===== src/rtl/bw_pkg.sv =====
// Shared definitions for the bandwidth-edge interpolation slice.
// Purpose : default widths, the -30 dB Q.8 threshold constant, the
//           interpolator FSM state type and the PREP classification type.
// Ports   : none (package).
package bw_pkg;

    localparam int ACCUM_WIDTH    = 18;
    localparam int FREQ_BIN_WIDTH = 16;
    localparam int FRAC_BITS      = 8;

    // -30.0 dB in the signed Q.8 accumulator domain.
    localparam logic [ACCUM_WIDTH-1:0] TH_M30_DB = 18'h3E200;

    typedef enum logic [2:0] {
        IDLE,
        PREP,
        DIV,
        MUL,
        DONE
    } state_e;

    // How the interpolation fraction q is obtained for one request.
    typedef enum logic [1:0] {
        CLS_DIVIDE,
        CLS_ZERO,
        CLS_NEG,
        CLS_CLAMP
    } class_e;

endpackage


===== src/rtl/bw_edge_interp_if.sv =====
// Request/result bundle of the edge interpolator.
// Purpose : groups the start strobe, bracketing pair, threshold and the
//           result/status signals of bw_edge_interp.
// Ports   : master drives start_i, f1_i, f2_i, L1_i, L2_i, threshold_i and
//           observes f_edge_o, valid_o, busy_o, err_o; slave is the reverse.
interface bw_edge_interp_if #(
    parameter int ACCUM_WIDTH    = bw_pkg::ACCUM_WIDTH,
    parameter int FREQ_BIN_WIDTH = bw_pkg::FREQ_BIN_WIDTH,
    parameter int FRAC_BITS      = bw_pkg::FRAC_BITS
);

    logic                                start_i;
    logic [FREQ_BIN_WIDTH-1:0]           f1_i;
    logic [FREQ_BIN_WIDTH-1:0]           f2_i;
    logic [ACCUM_WIDTH-1:0]              L1_i;
    logic [ACCUM_WIDTH-1:0]              L2_i;
    logic [ACCUM_WIDTH-1:0]              threshold_i;
    logic [FREQ_BIN_WIDTH+FRAC_BITS-1:0] f_edge_o;
    logic                                valid_o;
    logic                                busy_o;
    logic                                err_o;

    modport master (
        output start_i, f1_i, f2_i, L1_i, L2_i, threshold_i,
        input  f_edge_o, valid_o, busy_o, err_o
    );

    modport slave (
        input  start_i, f1_i, f2_i, L1_i, L2_i, threshold_i,
        output f_edge_o, valid_o, busy_o, err_o
    );

endinterface


===== src/rtl/bw_restoring_div.sv =====
// Serial unsigned restoring divider producing a pure fraction.
// Purpose : quotient_o = floor(dividend * 2^FRAC_BITS / divisor), one bit
//           per cycle, truncated. Meaningful only when dividend < divisor.
// Ports   : clk_i, rst_ni (async active-low), start_i loads the operands,
//           dividend_i/divisor_i operands, quotient_o result, done_o high
//           during the final iteration cycle (quotient valid the cycle after).
module bw_restoring_div #(
    parameter int OP_WIDTH  = 19,
    parameter int FRAC_BITS = 8
) (
    input  logic                 clk_i,
    input  logic                 rst_ni,
    input  logic                 start_i,
    input  logic [OP_WIDTH-1:0]  dividend_i,
    input  logic [OP_WIDTH-1:0]  divisor_i,
    output logic [FRAC_BITS-1:0] quotient_o,
    output logic                 done_o
);

    localparam int CNT_W = $clog2(FRAC_BITS + 1);
    localparam logic [CNT_W-1:0] LAST = CNT_W'(FRAC_BITS - 1);

    logic [OP_WIDTH-1:0]  rem_q, rem_d;
    logic [OP_WIDTH-1:0]  dsr_q, dsr_d;
    logic [FRAC_BITS-1:0] quo_q, quo_d;
    logic [CNT_W-1:0]     cnt_q, cnt_d;
    logic                 run_q, run_d;

    logic [OP_WIDTH:0]    rem_sh;
    logic                 fits;

    // The shifted remainder needs one extra bit; with rem < d it stays below
    // 2d, so after the conditional subtract it fits OP_WIDTH bits again.
    always_comb begin
        rem_sh = {rem_q, 1'b0};
        fits   = (rem_sh >= {1'b0, dsr_q});
        rem_d  = rem_q;
        dsr_d  = dsr_q;
        quo_d  = quo_q;
        cnt_d  = cnt_q;
        run_d  = run_q;
        if (start_i) begin
            rem_d = dividend_i;
            dsr_d = divisor_i;
            quo_d = '0;
            cnt_d = '0;
            run_d = 1'b1;
        end else if (run_q) begin
            rem_d = fits ? OP_WIDTH'(rem_sh - {1'b0, dsr_q}) : rem_sh[OP_WIDTH-1:0];
            quo_d = FRAC_BITS'({quo_q, fits});
            cnt_d = cnt_q + CNT_W'(1);
            if (cnt_q == LAST) begin
                run_d = 1'b0;
            end
        end
    end

    always_ff @(posedge clk_i or negedge rst_ni) begin
        if (!rst_ni) begin
            rem_q <= '0;
            dsr_q <= '0;
            quo_q <= '0;
            cnt_q <= '0;
            run_q <= 1'b0;
        end else begin
            rem_q <= rem_d;
            dsr_q <= dsr_d;
            quo_q <= quo_d;
            cnt_q <= cnt_d;
            run_q <= run_d;
        end
    end

    assign quotient_o = quo_q;
    assign done_o     = run_q && (cnt_q == LAST);

endmodule


===== src/rtl/bw_edge_interp.sv =====
// Sub-bin interpolation of the threshold crossing between two bins.
// Purpose : f_edge = f1 + (f2 - f1) * (TH - L1) / (L2 - L1) with FRAC_BITS
//           fractional bits; fixed latency regardless of the operand case.
// Ports   : clk_i, rst_ni (async active-low), bus (slave modport):
//           start_i request, f1_i/f2_i bracketing bins, L1_i/L2_i levels,
//           threshold_i level, f_edge_o result, valid_o strobe, busy_o
//           in-flight flag, err_o degenerate pair (L1 == L2).
module bw_edge_interp
    import bw_pkg::*;
#(
    parameter int ACCUM_WIDTH    = bw_pkg::ACCUM_WIDTH,
    parameter int FREQ_BIN_WIDTH = bw_pkg::FREQ_BIN_WIDTH,
    parameter int FRAC_BITS      = bw_pkg::FRAC_BITS
) (
    input  logic             clk_i,
    input  logic             rst_ni,
    bw_edge_interp_if.slave  bus
);

    localparam int NW = ACCUM_WIDTH + 1;
    localparam int OW = FREQ_BIN_WIDTH + FRAC_BITS;

    state_e                    state_q, state_d;
    logic [FREQ_BIN_WIDTH-1:0] f1_q, f1_d, f2_q, f2_d, df_q, df_d;
    logic [ACCUM_WIDTH-1:0]    l1_q, l1_d, l2_q, l2_d, th_q, th_d;
    class_e                    cls_q, cls_d;
    logic [OW-1:0]             res_q, res_d, f_edge_q, f_edge_d;
    logic                      res_err_q, res_err_d;
    logic                      valid_q, valid_d, busy_q, busy_d, err_q, err_d;

    logic signed [NW-1:0]      num_c, den_c;
    logic [NW-1:0]             n_c, d_c;
    class_e                    cls_c;
    logic [FRAC_BITS-1:0]      div_quo;
    logic                      div_done;
    logic [FRAC_BITS:0]        q_c;
    logic [OW-1:0]             mul_c;

    // Differences are taken one bit wider than the levels so they never wrap.
    always_comb begin
        num_c = $signed({th_q[ACCUM_WIDTH-1], th_q}) - $signed({l1_q[ACCUM_WIDTH-1], l1_q});
        den_c = $signed({l2_q[ACCUM_WIDTH-1], l2_q}) - $signed({l1_q[ACCUM_WIDTH-1], l1_q});
        n_c   = num_c[NW-1] ? $unsigned(-num_c) : $unsigned(num_c);
        d_c   = den_c[NW-1] ? $unsigned(-den_c) : $unsigned(den_c);
        if (den_c == '0) begin
            cls_c = CLS_ZERO;
        end else if ((num_c != '0) && (num_c[NW-1] != den_c[NW-1])) begin
            cls_c = CLS_NEG;
        end else if (n_c >= d_c) begin
            cls_c = CLS_CLAMP;
        end else begin
            cls_c = CLS_DIVIDE;
        end
    end

    // The divider runs on every request so latency does not depend on the
    // class; its quotient is simply ignored for the non-divide classes.
    bw_restoring_div #(
        .OP_WIDTH  (NW),
        .FRAC_BITS (FRAC_BITS)
    ) u_div (
        .clk_i      (clk_i),
        .rst_ni     (rst_ni),
        .start_i    (state_q == PREP),
        .dividend_i (n_c),
        .divisor_i  (d_c),
        .quotient_o (div_quo),
        .done_o     (div_done)
    );

    // q is at most 2^FRAC_BITS, so f1<<FRAC_BITS + df*q never exceeds f2<<FRAC_BITS.
    always_comb begin
        case (cls_q)
            CLS_DIVIDE: q_c = {1'b0, div_quo};
            CLS_CLAMP:  q_c = {1'b1, {FRAC_BITS{1'b0}}};
            default:    q_c = '0;
        endcase
        mul_c = {f1_q, {FRAC_BITS{1'b0}}} + OW'(df_q) * OW'(q_c);
    end

    always_comb begin
        state_d   = state_q;
        f1_d      = f1_q;
        f2_d      = f2_q;
        l1_d      = l1_q;
        l2_d      = l2_q;
        th_d      = th_q;
        df_d      = df_q;
        cls_d     = cls_q;
        res_d     = res_q;
        res_err_d = res_err_q;
        f_edge_d  = f_edge_q;
        err_d     = err_q;
        busy_d    = busy_q;
        valid_d   = 1'b0;
        case (state_q)
            IDLE: begin
                if (bus.start_i) begin
                    f1_d    = bus.f1_i;
                    f2_d    = bus.f2_i;
                    l1_d    = bus.L1_i;
                    l2_d    = bus.L2_i;
                    th_d    = bus.threshold_i;
                    busy_d  = 1'b1;
                    state_d = PREP;
                end
            end
            PREP: begin
                df_d    = f2_q - f1_q;
                cls_d   = cls_c;
                state_d = DIV;
            end
            DIV: begin
                if (div_done) begin
                    state_d = MUL;
                end
            end
            MUL: begin
                res_d     = mul_c;
                res_err_d = (cls_q == CLS_ZERO);
                state_d   = DONE;
            end
            DONE: begin
                f_edge_d = res_q;
                err_d    = res_err_q;
                valid_d  = 1'b1;
                busy_d   = 1'b0;
                state_d  = IDLE;
            end
            default: state_d = IDLE;
        endcase
    end

    always_ff @(posedge clk_i or negedge rst_ni) begin
        if (!rst_ni) begin
            state_q   <= IDLE;
            f1_q      <= '0;
            f2_q      <= '0;
            l1_q      <= '0;
            l2_q      <= '0;
            th_q      <= '0;
            df_q      <= '0;
            cls_q     <= CLS_DIVIDE;
            res_q     <= '0;
            res_err_q <= 1'b0;
            f_edge_q  <= '0;
            err_q     <= 1'b0;
            busy_q    <= 1'b0;
            valid_q   <= 1'b0;
        end else begin
            state_q   <= state_d;
            f1_q      <= f1_d;
            f2_q      <= f2_d;
            l1_q      <= l1_d;
            l2_q      <= l2_d;
            th_q      <= th_d;
            df_q      <= df_d;
            cls_q     <= cls_d;
            res_q     <= res_d;
            res_err_q <= res_err_d;
            f_edge_q  <= f_edge_d;
            err_q     <= err_d;
            busy_q    <= busy_d;
            valid_q   <= valid_d;
        end
    end

    assign bus.f_edge_o = f_edge_q;
    assign bus.valid_o  = valid_q;
    assign bus.busy_o   = busy_q;
    assign bus.err_o    = err_q;

endmodule


===== src/flat_wrapper.sv =====
// flat-port wrapper written by rule: the top's interface ports become plain ports
module bw_edge_interp_flat import bw_pkg::*;
#(
    parameter int ACCUM_WIDTH    = bw_pkg::ACCUM_WIDTH,
    parameter int FREQ_BIN_WIDTH = bw_pkg::FREQ_BIN_WIDTH,
    parameter int FRAC_BITS      = bw_pkg::FRAC_BITS
)
  (clk_i, rst_ni, bus_start_i, bus_f1_i, bus_f2_i, bus_L1_i, bus_L2_i, bus_threshold_i, bus_f_edge_o, bus_valid_o, bus_busy_o, bus_err_o);
  bw_edge_interp_if #(.ACCUM_WIDTH(ACCUM_WIDTH), .FREQ_BIN_WIDTH(FREQ_BIN_WIDTH), .FRAC_BITS(FRAC_BITS)) bus_i ();
  input  logic clk_i;
  input  logic rst_ni;
  input wire logic [$bits(bus_i.start_i)-1:0] bus_start_i;
  input wire logic [$bits(bus_i.f1_i)-1:0] bus_f1_i;
  input wire logic [$bits(bus_i.f2_i)-1:0] bus_f2_i;
  input wire logic [$bits(bus_i.L1_i)-1:0] bus_L1_i;
  input wire logic [$bits(bus_i.L2_i)-1:0] bus_L2_i;
  input wire logic [$bits(bus_i.threshold_i)-1:0] bus_threshold_i;
  output wire logic [$bits(bus_i.f_edge_o)-1:0] bus_f_edge_o;
  output wire logic [$bits(bus_i.valid_o)-1:0] bus_valid_o;
  output wire logic [$bits(bus_i.busy_o)-1:0] bus_busy_o;
  output wire logic [$bits(bus_i.err_o)-1:0] bus_err_o;
  assign bus_i.start_i = bus_start_i;
  assign bus_i.f1_i = bus_f1_i;
  assign bus_i.f2_i = bus_f2_i;
  assign bus_i.L1_i = bus_L1_i;
  assign bus_i.L2_i = bus_L2_i;
  assign bus_i.threshold_i = bus_threshold_i;
  assign bus_f_edge_o = bus_i.f_edge_o;
  assign bus_valid_o = bus_i.valid_o;
  assign bus_busy_o = bus_i.busy_o;
  assign bus_err_o = bus_i.err_o;
  bw_edge_interp #(.ACCUM_WIDTH(ACCUM_WIDTH), .FREQ_BIN_WIDTH(FREQ_BIN_WIDTH), .FRAC_BITS(FRAC_BITS)) u_core (.clk_i(clk_i), .rst_ni(rst_ni), .bus(bus_i));
endmodule

===== config.mk =====
export PLATFORM = sky130hd
export DESIGN_NAME = bw_edge_interp_flat
export DESIGN_NICKNAME = d
export VERILOG_FILES = /design/src/rtl/bw_pkg.sv /design/src/rtl/bw_edge_interp_if.sv /design/src/rtl/bw_restoring_div.sv /design/src/rtl/bw_edge_interp.sv /design/src/flat_wrapper.sv
export SDC_FILE = /design/constraint.sdc
export NUM_CORES = 1
export LEC_CHECK = 0
export CAP_MARGIN = 20
export CORE_MARGIN = 3
export CORE_UTILIZATION = 26
export DETAILED_ROUTE_END_ITERATION = 7
export HOLD_SLACK_MARGIN = 0.06
export PLACE_DENSITY = 0.46
export SETUP_SLACK_MARGIN = 0.02
export SYNTH_ARGS = -nofsm -noshare
export SYNTH_HDL_FRONTEND = slang
export SYNTH_HIERARCHICAL = 1
export SYNTH_SLANG_ARGS = --single-unit

===== constraint.sdc =====
create_clock -name clk_i -period 7.97 [get_ports clk_i]
set_input_delay 1.594 -clock clk_i [delete_from_list [all_inputs] [get_ports clk_i]]
set_output_delay 1.594 -clock clk_i [all_outputs]
set_load 0.05 [all_outputs]

==> results.cfg <==
[synthesis]
yosysSeqAreaShare_pct = 29.02
yosys_warnings = 6
syn_area_per_cell_sq_um = 9.127
synth.cell_area_sq_um = 18110
synth.distinct_cells = 91
synthFlopType = dfrtp_1
synth_top_area_share_pct = 29.02
ys_ff_latch = 210
synth_area_leaders = dfrtp_1 29%, fa_1 13%, ha_1 9.7%
synth_edf_count = 0
async_reset_ff_share_pct = 100.0
yosys.area.top_type = dfrtp_1
syn-num-nets = 2330
postSynthCellCount = 1984

[grt]
grt_pass1_wl_microns = 82950
grt-ovfl-total = 0
antenna_found_initial = 2
first_global_vias = 14810
grt_start_max_net_pins = 89
grt_usage_pct = 14.17

[setup_path]
crit_slowest_cell = and2_0
worst-path-max-fanout = 14
crit_top_cell = fa_1
path_cells = inv_1, ha_1, nor2b_4, and2_0, nand2_1, fa_1, inv_1, fa_1, fa_1, fa_1, inv_1, fa_1, inv_1, ha_1, o21ai_0, a21oi_1, a211oi_1, nor3_1, a211oi_1, o21ai_0, or4_1, nand3_1
r2r_start = u_core/cls_q[0]$_DFFE_PN0P_
critPathBufInv = 4
cp_num_cells = 22
cp-start-kind = flip-flop
critPathRequiredTime_ps = 8390
cp_data_arrival_time_ps = 7280
critPathKind = reg -> reg
end_kind = flip-flop
max_stage_delay_ps = 710
cpLargestDelayFamily = adder cells
worstRegToRegCells = 22
critPathLaunch = u_core/cls_q[0]$_DFFE_PN0P_

[timing]
finalCritPeriodShare_pct = 86.07
worst_pin_slew_ps = 975.2
relSlewSlack_pct = 33.96
hold_viol = 0
hold_ws_ps = 467.5
skew_ps = 39.64
rsz0062_at_grt = no
tns_ps = 0
setup_violations = 0
slew_violations = 0
fmax_mhz = 145.8
period_needed_ps = 6860

[placement]
port_buffers = 115
hpwl_microns = 40610
dp_cells = 2955
gp_congestion = 0.8341

[hold_path]
hp-start = u_core/res_q[6]$_DFFE_PN0P_
hold_depth = 2
min_path_type = reg -> reg

[floorplan]
die_x_microns = 269.9
die_area_sq_um = 72850
start_util_pct = 26.31
core_area_sq_um = 68830
fp-row-count = 96
die_h_microns = 269.9
io_pins = 116

[clock_tree]
clk-insertion-delay-late_ps = 570
clk_pin_slew_ps = 70
cts-hold-fix-buffers = 0
root_buffer = clkbuf_16
h-tree-depth = 1
cts_made_buffers = 26
cts_tree = built
cts_buffer_depth = 3
post_cts_resize_count = 0
cts_sinks = 210
cts_setup_buffers = 0

[run]
maxCapViolCount = 0

[layout]
final_nets = 2398
area_growth_pct = 16.58
instances_no_fill = 3001
drive_above_1_share_pct = 8.454
final_cell_mix = 238 x nand2_1, 228 x inv_1, 210 x dfrtp_1, 140 x ha_1, 139 x o21ai_0
final_common_cell = nand2_1
n_antenna_cell = 0

[detailed_routing]
drtIter0Drc = 647
dr.pass1.iters = 5
vias = 14102
ant_nets = 0
vias_per_cell = 4.699
wl_per_cell_microns = 17.23
wirelength_microns = 51710
drc_errors = 0

[outcome]
status = completed
## metal layers
metal  global-route usage [%]  up-vias  routed length (microns)
met1                    17.83     6920                    22810
met3                    2.017       63                     1912
met4                    3.683        0                     1430
li1                         -     6886                        -
met5                        0        -                        0
met2                    25.36      233                    25560
## worst reg2reg max path, cell delays in order, from the launching register on
cell and delay [ps]:
dfrtp_1 400, inv_1 60, ha_1 320, nor2b_4 190, and2_0 710, nand2_1 180
fa_1 540, inv_1 60, fa_1 520, fa_1 440, fa_1 550, inv_1 50
fa_1 500, inv_1 50, ha_1 280, o21ai_0 130, a21oi_1 280, a211oi_1 150
nor3_1 610, a211oi_1 200, o21ai_0 290, or4_1 150, nand3_1 60
## final cells by class
cell class	count	area, sq um
sequential	210	5255
multi-input combinational	1458	11650
clock buffer	32	733.2
fill	7214	47720
timing repair buffer	126	1239
clock inverter	14	205.2
tap	931	1165
inverter	230	863.3
## stage by stage
step	utilization [%]	setup slack, ps	cell area [sq um]
2_1_floorplan	-	1767	18110
3_3_place_gp	29.31	1214	20170
3_5_place_dp	29.31	1173	20170
4_1_cts	30.67	1087	21110
5_1_grt	30.67	569.8	21110
6_report	30.67	1110	21110
## synthesized netlist by cell type (14+ instances only)
cell type / number
buf_1: 16
nor3_1: 33
xor2_1: 49
or3_1: 14
a21oi_1: 92
fa_1: 117
nand3_1: 21
a211oi_1: 18
nand2_1: 238
dfrtp_1: 210
inv_1: 229
ha_1: 140
xnor2_1: 53
o21a_1: 21
nor2_1: 91
clkbuf_1: 63
and3_1: 85
a21o_1: 32
mux2_2: 75
mux2i_1: 23
o21ai_0: 140
and2_1: 21
## registers in the layout, indices dropped and copies added (netlist names), 16 cells and up
register             count
u_core/f2_q             16
u_core/u_div/rem_q      19
u_core/l2_q             18
u_core/bus.f_edge_o     24
u_core/l1_q             18
u_core/u_div/dsr_q      19
u_core/res_q            24
u_core/th_q             18
u_core/df_q             16
u_core/f1_q             16
## cell families (layout without fill, tap and decap cells)
family | count (synthesis) | after routing | share of synthesized area [%]
adders and majority gates | 257 | 257 | 22.61
DFF | 210 | 210 | 29.02
muxes | 98 | 98 | 5.935
xor gates and xnor gates | 102 | 102 | 4.933
AOI/OAI and AO/OA | 415 | 415 | 14.90
buffers and inverters | 316 | 402 | 6.750
and+or+nand+nor | 586 | 586 | 15.85
## final timing paths
| path | endpoint | slack [ps] |
|---|---|---|
| max | u_core/res_q[22]$_DFFE_PN0P_ | 1110 |
| min | u_core/res_q[6]$_DFFE_PN0P_ | 470 |
| max reg2reg | u_core/res_q[22]$_DFFE_PN0P_ | 1110 |
| min reg2reg | u_core/res_q[6]$_DFFE_PN0P_ | 470 |
| max in group asynchronous | u_core/cls_q[1]$_DFFE_PN0P_ | 5590 |
| min in group asynchronous | u_core/f2_q[11]$_DFFE_PN0P_ | 1050 |
Power is left out: the tool's default activity adds up to more than one toggle a clock period on the data nets, which glitch-free logic cannot reach.
